==> config.mk <==
export PLATFORM = sky130hd
export DESIGN_NAME = requant_pack
export DESIGN_NICKNAME = d
export VERILOG_FILES = /design/src/rtl/requant_pack.sv
export SDC_FILE = /design/constraint.sdc
export NUM_CORES = 2
export LEC_CHECK = 0
export CAP_MARGIN = 30
export CELL_PAD_IN_SITES_DETAIL_PLACEMENT = 1
export CELL_PAD_IN_SITES_GLOBAL_PLACEMENT = 2
export CORE_MARGIN = 2
export CORE_UTILIZATION = 40
export CTS_BUF_LIST = sky130_fd_sc_hd__clkbuf_4 sky130_fd_sc_hd__clkbuf_8
export CTS_CLUSTER_DIAMETER = 80
export CTS_CLUSTER_SIZE = 24
export DETAILED_ROUTE_END_ITERATION = 16
export PLACE_DENSITY_LB_ADDON = 0.1
export SKIP_CTS_REPAIR_TIMING = 1
export SYNTH_ARGS = -nofsm -noshare
export SYNTH_HDL_FRONTEND = slang
export SYNTH_SLANG_ARGS = --single-unit
==> constraint.sdc <==
create_clock -name clk_i -period 9.2 [get_ports clk_i]
set_input_delay 1.84 -clock clk_i [delete_from_list [all_inputs] [get_ports clk_i]]
set_output_delay 1.84 -clock clk_i [all_outputs]
set_load 0.02 [all_outputs]
==> src/rtl/requant_pack.sv <==
// Requantizes signed 32-bit accumulator results to int8 (multiply, round-shift, clamp)
// and packs four lanes per 32-bit word into a first-word-fall-through output FIFO.
module requant_pack #(
  parameter int unsigned FIFO_DEPTH = 4
) (
  input  logic        clk_i,
  input  logic        rst_i,
  input  logic        valid_i,
  input  logic [31:0] data_i,
  output logic        ready_o,
  input  logic [15:0] scale_i,
  input  logic [4:0]  shift_i,
  input  logic        flush_i,
  output logic        valid_o,
  output logic [31:0] data_o,
  input  logic        ready_i,
  output logic        sat_o
);

  localparam int unsigned AW = (FIFO_DEPTH > 1) ? $clog2(FIFO_DEPTH) : 1;
  localparam int unsigned OW = AW + 2;
  localparam logic [AW-1:0] PTR_ONE = AW'(1);
  localparam logic [AW:0]   CNT_ONE = (AW + 1)'(1);

  // Stage 1: operands captured on accept
  logic        s1_valid_q, s1_valid_d;
  logic [31:0] s1_data_q, s1_data_d;
  logic [15:0] s1_scale_q, s1_scale_d;
  logic [4:0]  s1_shift_q, s1_shift_d;

  // Stage 2: product and its shift amount
  logic               s2_valid_q, s2_valid_d;
  logic signed [47:0] s2_prod_q, s2_prod_d;
  logic [4:0]         s2_shift_q, s2_shift_d;

  // Packer and control
  logic [1:0]  lane_q, lane_d;
  logic [31:0] word_q, word_d;
  logic        flush_pending_q, flush_pending_d;
  logic        sat_q, sat_d;

  // Output FIFO
  logic [AW-1:0] wr_ptr_q, wr_ptr_d;
  logic [AW-1:0] rd_ptr_q, rd_ptr_d;
  logic [AW:0]   count_q, count_d;
  logic [31:0]   mem_q [FIFO_DEPTH];

  logic               accept;
  logic               push;
  logic               pop;
  logic [31:0]        push_data;
  logic               flush_fire;
  logic signed [47:0] prod;
  logic signed [47:0] bias;
  logic signed [47:0] rounded;
  logic [7:0]         lane_byte;
  logic               clamped;
  logic [OW-1:0]      occupancy;

  // Occupancy counts in-flight values as if each could become a word, so a push
  // from stage 2 always finds room without backpressuring the pipeline.
  always_comb begin
    occupancy = OW'(count_q) + OW'(s1_valid_q) + OW'(s2_valid_q);
  end

  assign ready_o = !rst_i && !flush_pending_q && (occupancy < OW'(FIFO_DEPTH));
  assign accept  = valid_i && ready_o;
  assign valid_o = (count_q != '0);
  assign data_o  = valid_o ? mem_q[rd_ptr_q] : '0;
  assign pop     = valid_o && ready_i;
  assign sat_o   = sat_q;

  always_comb begin
    s1_valid_d = accept;
    s1_data_d  = s1_data_q;
    s1_scale_d = s1_scale_q;
    s1_shift_d = s1_shift_q;
    if (accept) begin
      s1_data_d  = data_i;
      s1_scale_d = scale_i;
      s1_shift_d = shift_i;
    end
  end

  always_comb begin
    prod = $signed({{16{s1_data_q[31]}}, s1_data_q}) * $signed({32'd0, s1_scale_q});
    s2_valid_d = s1_valid_q;
    s2_prod_d  = s2_prod_q;
    s2_shift_d = s2_shift_q;
    if (s1_valid_q) begin
      s2_prod_d  = prod;
      s2_shift_d = s1_shift_q;
    end
  end

  // Round half up; with shift 0 the bias is zero and the shift is a no-op.
  always_comb begin
    bias = '0;
    if (s2_shift_q != 5'd0) begin
      bias[s2_shift_q - 5'd1] = 1'b1;
    end
    rounded = (s2_prod_q + bias) >>> s2_shift_q;
    clamped = 1'b0;
    if (rounded > 48'sd127) begin
      lane_byte = 8'h7F;
      clamped   = 1'b1;
    end else if (rounded < -48'sd128) begin
      lane_byte = 8'h80;
      clamped   = 1'b1;
    end else begin
      lane_byte = rounded[7:0];
    end
  end

  assign flush_fire = flush_pending_q && !s1_valid_q && !s2_valid_q;

  always_comb begin
    push            = 1'b0;
    push_data       = word_q;
    lane_d          = lane_q;
    word_d          = word_q;
    sat_d           = sat_q;
    flush_pending_d = flush_pending_q;
    if (s2_valid_q) begin
      sat_d = sat_q | clamped;
      if (lane_q == 2'd3) begin
        push      = 1'b1;
        push_data = {lane_byte, word_q[23:0]};
        word_d    = '0;
        lane_d    = 2'd0;
      end else begin
        word_d[8*lane_q +: 8] = lane_byte;
        lane_d                = lane_q + 2'd1;
      end
    end else if (flush_fire) begin
      if (lane_q != 2'd0) begin
        push      = 1'b1;
        push_data = word_q;
        word_d    = '0;
        lane_d    = 2'd0;
      end
      flush_pending_d = 1'b0;
    end
    if (!flush_pending_q && flush_i) begin
      flush_pending_d = 1'b1;
    end
  end

  always_comb begin
    wr_ptr_d = wr_ptr_q;
    rd_ptr_d = rd_ptr_q;
    count_d  = count_q;
    if (push) begin
      wr_ptr_d = wr_ptr_q + PTR_ONE;
    end
    if (pop) begin
      rd_ptr_d = rd_ptr_q + PTR_ONE;
    end
    case ({push, pop})
      2'b10:   count_d = count_q + CNT_ONE;
      2'b01:   count_d = count_q - CNT_ONE;
      default: count_d = count_q;
    endcase
  end

  always_ff @(posedge clk_i or posedge rst_i) begin
    if (rst_i) begin
      s1_valid_q      <= 1'b0;
      s1_data_q       <= '0;
      s1_scale_q      <= '0;
      s1_shift_q      <= '0;
      s2_valid_q      <= 1'b0;
      s2_prod_q       <= '0;
      s2_shift_q      <= '0;
      lane_q          <= '0;
      word_q          <= '0;
      flush_pending_q <= 1'b0;
      sat_q           <= 1'b0;
      wr_ptr_q        <= '0;
      rd_ptr_q        <= '0;
      count_q         <= '0;
    end else begin
      s1_valid_q      <= s1_valid_d;
      s1_data_q       <= s1_data_d;
      s1_scale_q      <= s1_scale_d;
      s1_shift_q      <= s1_shift_d;
      s2_valid_q      <= s2_valid_d;
      s2_prod_q       <= s2_prod_d;
      s2_shift_q      <= s2_shift_d;
      lane_q          <= lane_d;
      word_q          <= word_d;
      flush_pending_q <= flush_pending_d;
      sat_q           <= sat_d;
      wr_ptr_q        <= wr_ptr_d;
      rd_ptr_q        <= rd_ptr_d;
      count_q         <= count_d;
    end
  end

  // Storage needs no reset; only the pointers and count define validity.
  always_ff @(posedge clk_i) begin
    if (push) begin
      mem_q[wr_ptr_q] <= push_data;
    end
  end

endmodule

Word-level counts from Yosys, hierarchy flattened
Memories as Yosys holds them, arrays and structs flattened.
Index checks and enable logic that the tools add are counted.

storage, ports and cells
  register bits after elaboration = 151
  RAM bits = 128
  bits of input ports = 58
  output and inout port bits = 35
  word-level logic and storage cells = 89
  memories = 1

memory list
  name   depth  width  read ports  clocked after Yosys merged registers in  wr ports  line  RTL
  mem_q  4      32     1           0                                        1         46    logic [31:0] mem_q [FIFO_DEPTH];

operators by class
  $add $sub $neg = 10
  $mul = 1
  magnitude comparators = 5
  equal/unequal tests = 4
  shift-type cells = 3
  multiplexer cells = 29
  bitwise gates (word level) = 1
  reductions and logical operators = 21

operator list
  operator                   count
  $mux W32                   8
  $add A48 B48 Y48           1
  $gt A48 B8 Y1 const B      1
  $lt A48 B8 Y1 const B      1
  $mul A32 B17 Y48           1
  $sshr A48 B5 Y48           1
  $neg A5 Y34                1
  $shift A8 B34 Y32 const A  1
  $shiftx A8 B34 Y32         1
  $bwmux W32                 1
  $mux W8                    2
  $mux W1                    12
  $reduce_bool A2 Y1         5
  $logic_and A1 B1 Y1        8
  $mux W2                    4
  $lt A5 B7 Y1 const B       1
  $add A2 B1 Y2 const B      3
  $pmux W3 S2                1
  $demux W1 S5               1
  $ge A5 B1 Y1 const B       1
  $reduce_bool A5 Y1         1
  $sub A5 B1 Y5 const B      1
  $add A3 B1 Y4              1
  $add A4 B1 Y4              1
  10 further kinds           15

Longest topological paths before layout
  depth in word-level cells = 15
  depth in mapped cells = 29
  depth with buffers taken out = 29

Least setup slack after synthesis
OpenSTA, ideal clock, no wires.

  path kind = flip-flop to flip-flop
  start = reg s1_data_q[11]
  end = reg s2_prod_q[41]
  setup time = 125 ps
  arrival time = 6869 ps
  data required time = 9075 ps
  slack = 2206 ps
  cell stages (with the launch flop) = 26
  path buffers = 1
  period minus slack after synthesis = 6994 ps
  cell sequence = dfrtp_1 clkbuf_1 nand2_1 fa_1 inv_1 fa_1 fa_1 fa_1 inv_1 fa_1 inv_1 fa_1 ha_1 a21o_1 a31oi_1 o21ai_0 a31oi_1 o31ai_1 o21ai_0 o41ai_1 a41o_1 o41a_1 a21o_1 a21oi_1 xnor2_1 mux2_2

on the way
  word-level cells in the longest chain between the ends = 1

ends and longest elaborated chain
  what                    line  RTL
  start, declared         27    logic [31:0] s1_data_q, s1_data_d;
  start signal, assigned  184   s1_data_q <= s1_data_d;
  $mul A32 B17 Y48        86    prod = $signed({{16{s1_data_q[31]}}, s1_data_q}) * $signed({32'd0, s1_scale_q});
  end signal, assigned    188   s2_prod_q <= s2_prod_d;
  end, declared           33    logic signed [47:0] s2_prod_q, s2_prod_d;

No other way between the ends.
A chain may end at the register's enable or synchronous reset.

Worst setup path after layout
  start = reg s1_scale_q[2]
  end = reg s2_prod_q[47]

on the way
  word-level cells in the longest chain between the ends = 1

ends and longest elaborated chain
  what                    line  RTL
  start, declared         28    logic [15:0] s1_scale_q, s1_scale_d;
  start signal, assigned  185   s1_scale_q <= s1_scale_d;
  $mul A32 B17 Y48        86

No other way between the ends.

==> summary.md <==
| Metric | Value |
|---|---|
| Avg WL per Cell | 22.62 um |
| Data arrival time of the critical path | 8.67 ns |
| Nets | between 4000 and 5000 |
| Initial Utilization | about two fifths |
| Hold WC Path Type | flop to flop |
| Minimum hold slack | 0.4920 ns |
| Final period util | 88.77% |
| Synthesized-area fraction occupied by xor and xnor cells | 2.003% |
| Main flop type after synthesis | dfrtp_1 |
| Area Overhead vs Synth | 8.205% |
| FFs w/ async S/R, synth | 54.12% |
| Reg area | ~7600 um2 |
| Vias in the first global route | between 30000 and 40000 |
| Total gr overflow | 0 |
| Main combinational cell family by area after synthesis | adder cells |
| Die X | 303.4 um |
| First-pass GRT wire length | 183400 um |
| Post-synthesis mux area share | 5.913% |
| Iteration-0 DRC Markers | between 1500 and 2000 |
| Number of enable flip-flop cells after synthesis | between 100 and 150 |
| Router iterations before antenna repair | 7 |
| Final Max Tran Viols | 0 |
| Number of antenna violations at the first check in global routing | 3 |
| Post-Synth Simple-Gate Area | 18.29% |
| Final GP Congestion | roughly 0.91 |
| Synth area leaders | fa_1 (27%), edfxtp_1 (11%), dfrtp_1 (11%) |
| Final Critical Period | 8.167 ns |
| Synth Warn # | 0 |
| Post-DRT Antenna Nets | 0 |
| Layout cells sized above 1 | 7.041% |
| Compound-Gate Fraction of Synth Area | 11.75% |
| Io pins | 93 |
| Yosys cell types | 109 |
| Area of the multi-input gates | approximately 25000 um2 |
| Register area share after synthesis | 21.25% |
| Max_cap viols | 0 |
| Die Area | a little over 90000 um2 |
| H-tree depth | 1 |
| Critical Path End Type | flop |
| Post-synth top area share | 27.13% |
| Hold Vio Cnt, Final | 0 |
| Final setup violation count | 0 |
| Adder-Cell Fraction of Synth Area | approximately 33% |
| CP Class | flop to flop |
| Worst Skew | 0.06339 ns |
| Routed vias | 28380 |
| Clk buf depth | 3 |
| Element type at the critical path start | flop |
| Commonest non-fill, non-tap cell in the layout | nand2_1 |
| RSZ-0062 raised after global routing | no |
| Worst-margin pin slew | around 1.1 ns |
| Rows | 109 |
| Cell count after synthesis | approximately 3900 |
| Final WL | around 120000 um |
| Status | completed |
| Mapped Nets | 4612 |
| CP Data Required Time | 9.71 ns |
| Synth Register Bits | 279 |
| Post-Syn Area per Cell | 9.168 um2 |
| Commonest non-fill, non-tap cells in the layout | nand2_1 (667), inv_1 (566), fa_1 (486) |
| Mapped Area | 35860 um2 |
| Chip Height | 303.4 um |
| Clock transition at the registers of the reported paths | roughly 0.14 ns |
| Flop2flop setup slack | a little over 1 ns |
| Core ar. | 88650 um2 |
| Max-slew headroom | 24.95% |
| Critical-path top delay cell | dfrtp_1 |
| Num CTS Buffers | 26 |
| Crit path cell chain | nand2_1 > fa_1 > inv_1 > fa_1 > inv_1 > fa_1 > fa_1 > inv_1 > fa_1 > fa_1 > ha_1 > o2111ai_1 > o21ai_0 > a31oi_1 > o31ai_1 > o21ai_0 > o41ai_1 > a41o_1 > o41a_1 > a21oi_1 > a21oi_1 > nor2_1 > xnor2_1 > a21oi_1 |
| Fillers | 10340 |
| Most area-hungry cell type in the Yosys netlist | fa_1 |
| Crit-path max cell delay | 0.78 ns |
| Most common cell on crit path | fa_1 |
| Crit Path Max Fanout | 16 |
| PortBufs | 92 |
| Root buf cell | clkbuf_8 |
| GRT Total Usage | 25.73% |
| Drt via density | roughly 5.6 |
| Clock sinks | 279 |
| Clock Latency Late Sink | 0.70 ns |
| Largest net degree at the start of global routing | between 70 and 80 |
| Peak Freq | 122.5 MHz |
| Total negative slack | 0 ns |
| # DRC | 0 |
| CTS tree | yes |
| Dpl hpwl | 92670 um |
## kinds of logic after synthesis
kind of cell	count (synthesis)
other	1
AND/OR/NAND/NOR	1401
buffers and inverters	777
adder cells (fa/ha/maj)	642
XOR/XNOR	82
AO/OA/AOI/OAI	585
multiplexers	145
flip-flops	279
## state kept, by name, summed over array words and instances (netlist names)
name             cells
mem_q              128
s2_prod_q           48
s1_data_q           32
word_q              32
s1_scale_q          16
s1_shift_q           5
s2_shift_q           5
count_q              3
lane_q               2
rd_ptr_q             2
wr_ptr_q             2
flush_pending_q      1
s1_valid_q           1
s2_valid_q           1
sat_o                1
## per-layer routing
metal / part of all wire, % / up-vias / wire [um] / track usage [%]
met1: 44 / 14700 / 50190 / 33.82
met3: 3.4 / 179 / 3953 / 1.863
met4: 2.9 / 2 / 3294 / 6.816
met2: 50 / 649 / 57640 / 45.86
li1: - / 12850 / - / -
met5: 0.010 / - / 12 / 0
## synth_stat cells, drive strengths merged, types with 7 or more instances
library cell / count
clkbuf: 174
nor3: 51
o311ai: 10
buf: 34
and4: 11
and2: 257
xor2: 23
o22ai: 11
edfxtp: 128
o21bai: 9
o21a: 19
mux2i: 51
o31ai: 32
mux4: 49
mux2: 45
a2111oi: 17
and3: 21
nor2: 200
o221ai: 10
ha: 156
nand2: 669
nand2b: 14
a21oi: 131
a311oi: 14
xnor2: 59
dfrtp: 151
a31oi: 25
or3: 15
nor4: 26
a21o: 37
fa: 486
o211a: 7
a211oi: 31
o31a: 8
a221oi: 8
a31o: 10
o211ai: 22
nand3: 67
a211o: 8
nand4: 38
o21ai: 104
inv: 569
## layout make-up
cell class / count / share of cell area, %
clock buffer: 31 / 1.035
multi-input combinational: 2856 / 65.21
sequential: 279 / 19.66
tap: 1165 / 3.756
timing repair buffer: 168 / 3.895
antenna: 2 / 0.01290
inverter: 569 / 5.517
clock inverter: 17 / 0.9060
## final timing paths
kind | startpoint | cells past startpoint | endpoint
worst max-delay path | s1_scale_q[2]$_DFFE_PP0P_ | 24 | s2_prod_q[47]$_DFFE_PP0P_
worst min-delay path | s1_shift_q[2]$_DFFE_PP0P_ | 2 | s2_shift_q[2]$_DFFE_PP0P_
worst max register to register | s1_scale_q[2]$_DFFE_PP0P_ | 24 | s2_prod_q[47]$_DFFE_PP0P_
worst min register to register | s1_shift_q[2]$_DFFE_PP0P_ | 2 | s2_shift_q[2]$_DFFE_PP0P_
max in group asynchronous | rst_i | 4 | s2_shift_q[1]$_DFFE_PP0P_
min in group asynchronous | rst_i | 2 | count_q[2]$_DFFE_PP0P_
## worst max-delay path: cells and delay by family, from the launching register on
| kind | cells | cell delay [ns] |
|---|---|---|
| XOR/XNOR | 1 | 0.14 |
| AND/OR/NAND/NOR | 2 | 0.22 |
| AO/OA/AOI/OAI | 11 | 3.15 |
| adder cells (fa/ha/maj) | 7 | 3.50 |
| buffers and inverters | 3 | 0.16 |
| flip-flops | 1 | 0.78 |
## through the flow
step	setup WS, ns	instances	utilization, %	instance area, um2
detailed placement	1.053	5037	42.92	38050
floorplan	2.206	3912	-	35860
finish	1.033	5087	43.78	38810
global route	0.4249	5086	43.77	38800
CTS	0.9420	5085	43.77	38800
global placement	1.104	5036	42.89	38020
Power is not shown: default switching activity piles up to over one toggle a cycle in this logic, so the estimate is an artifact.
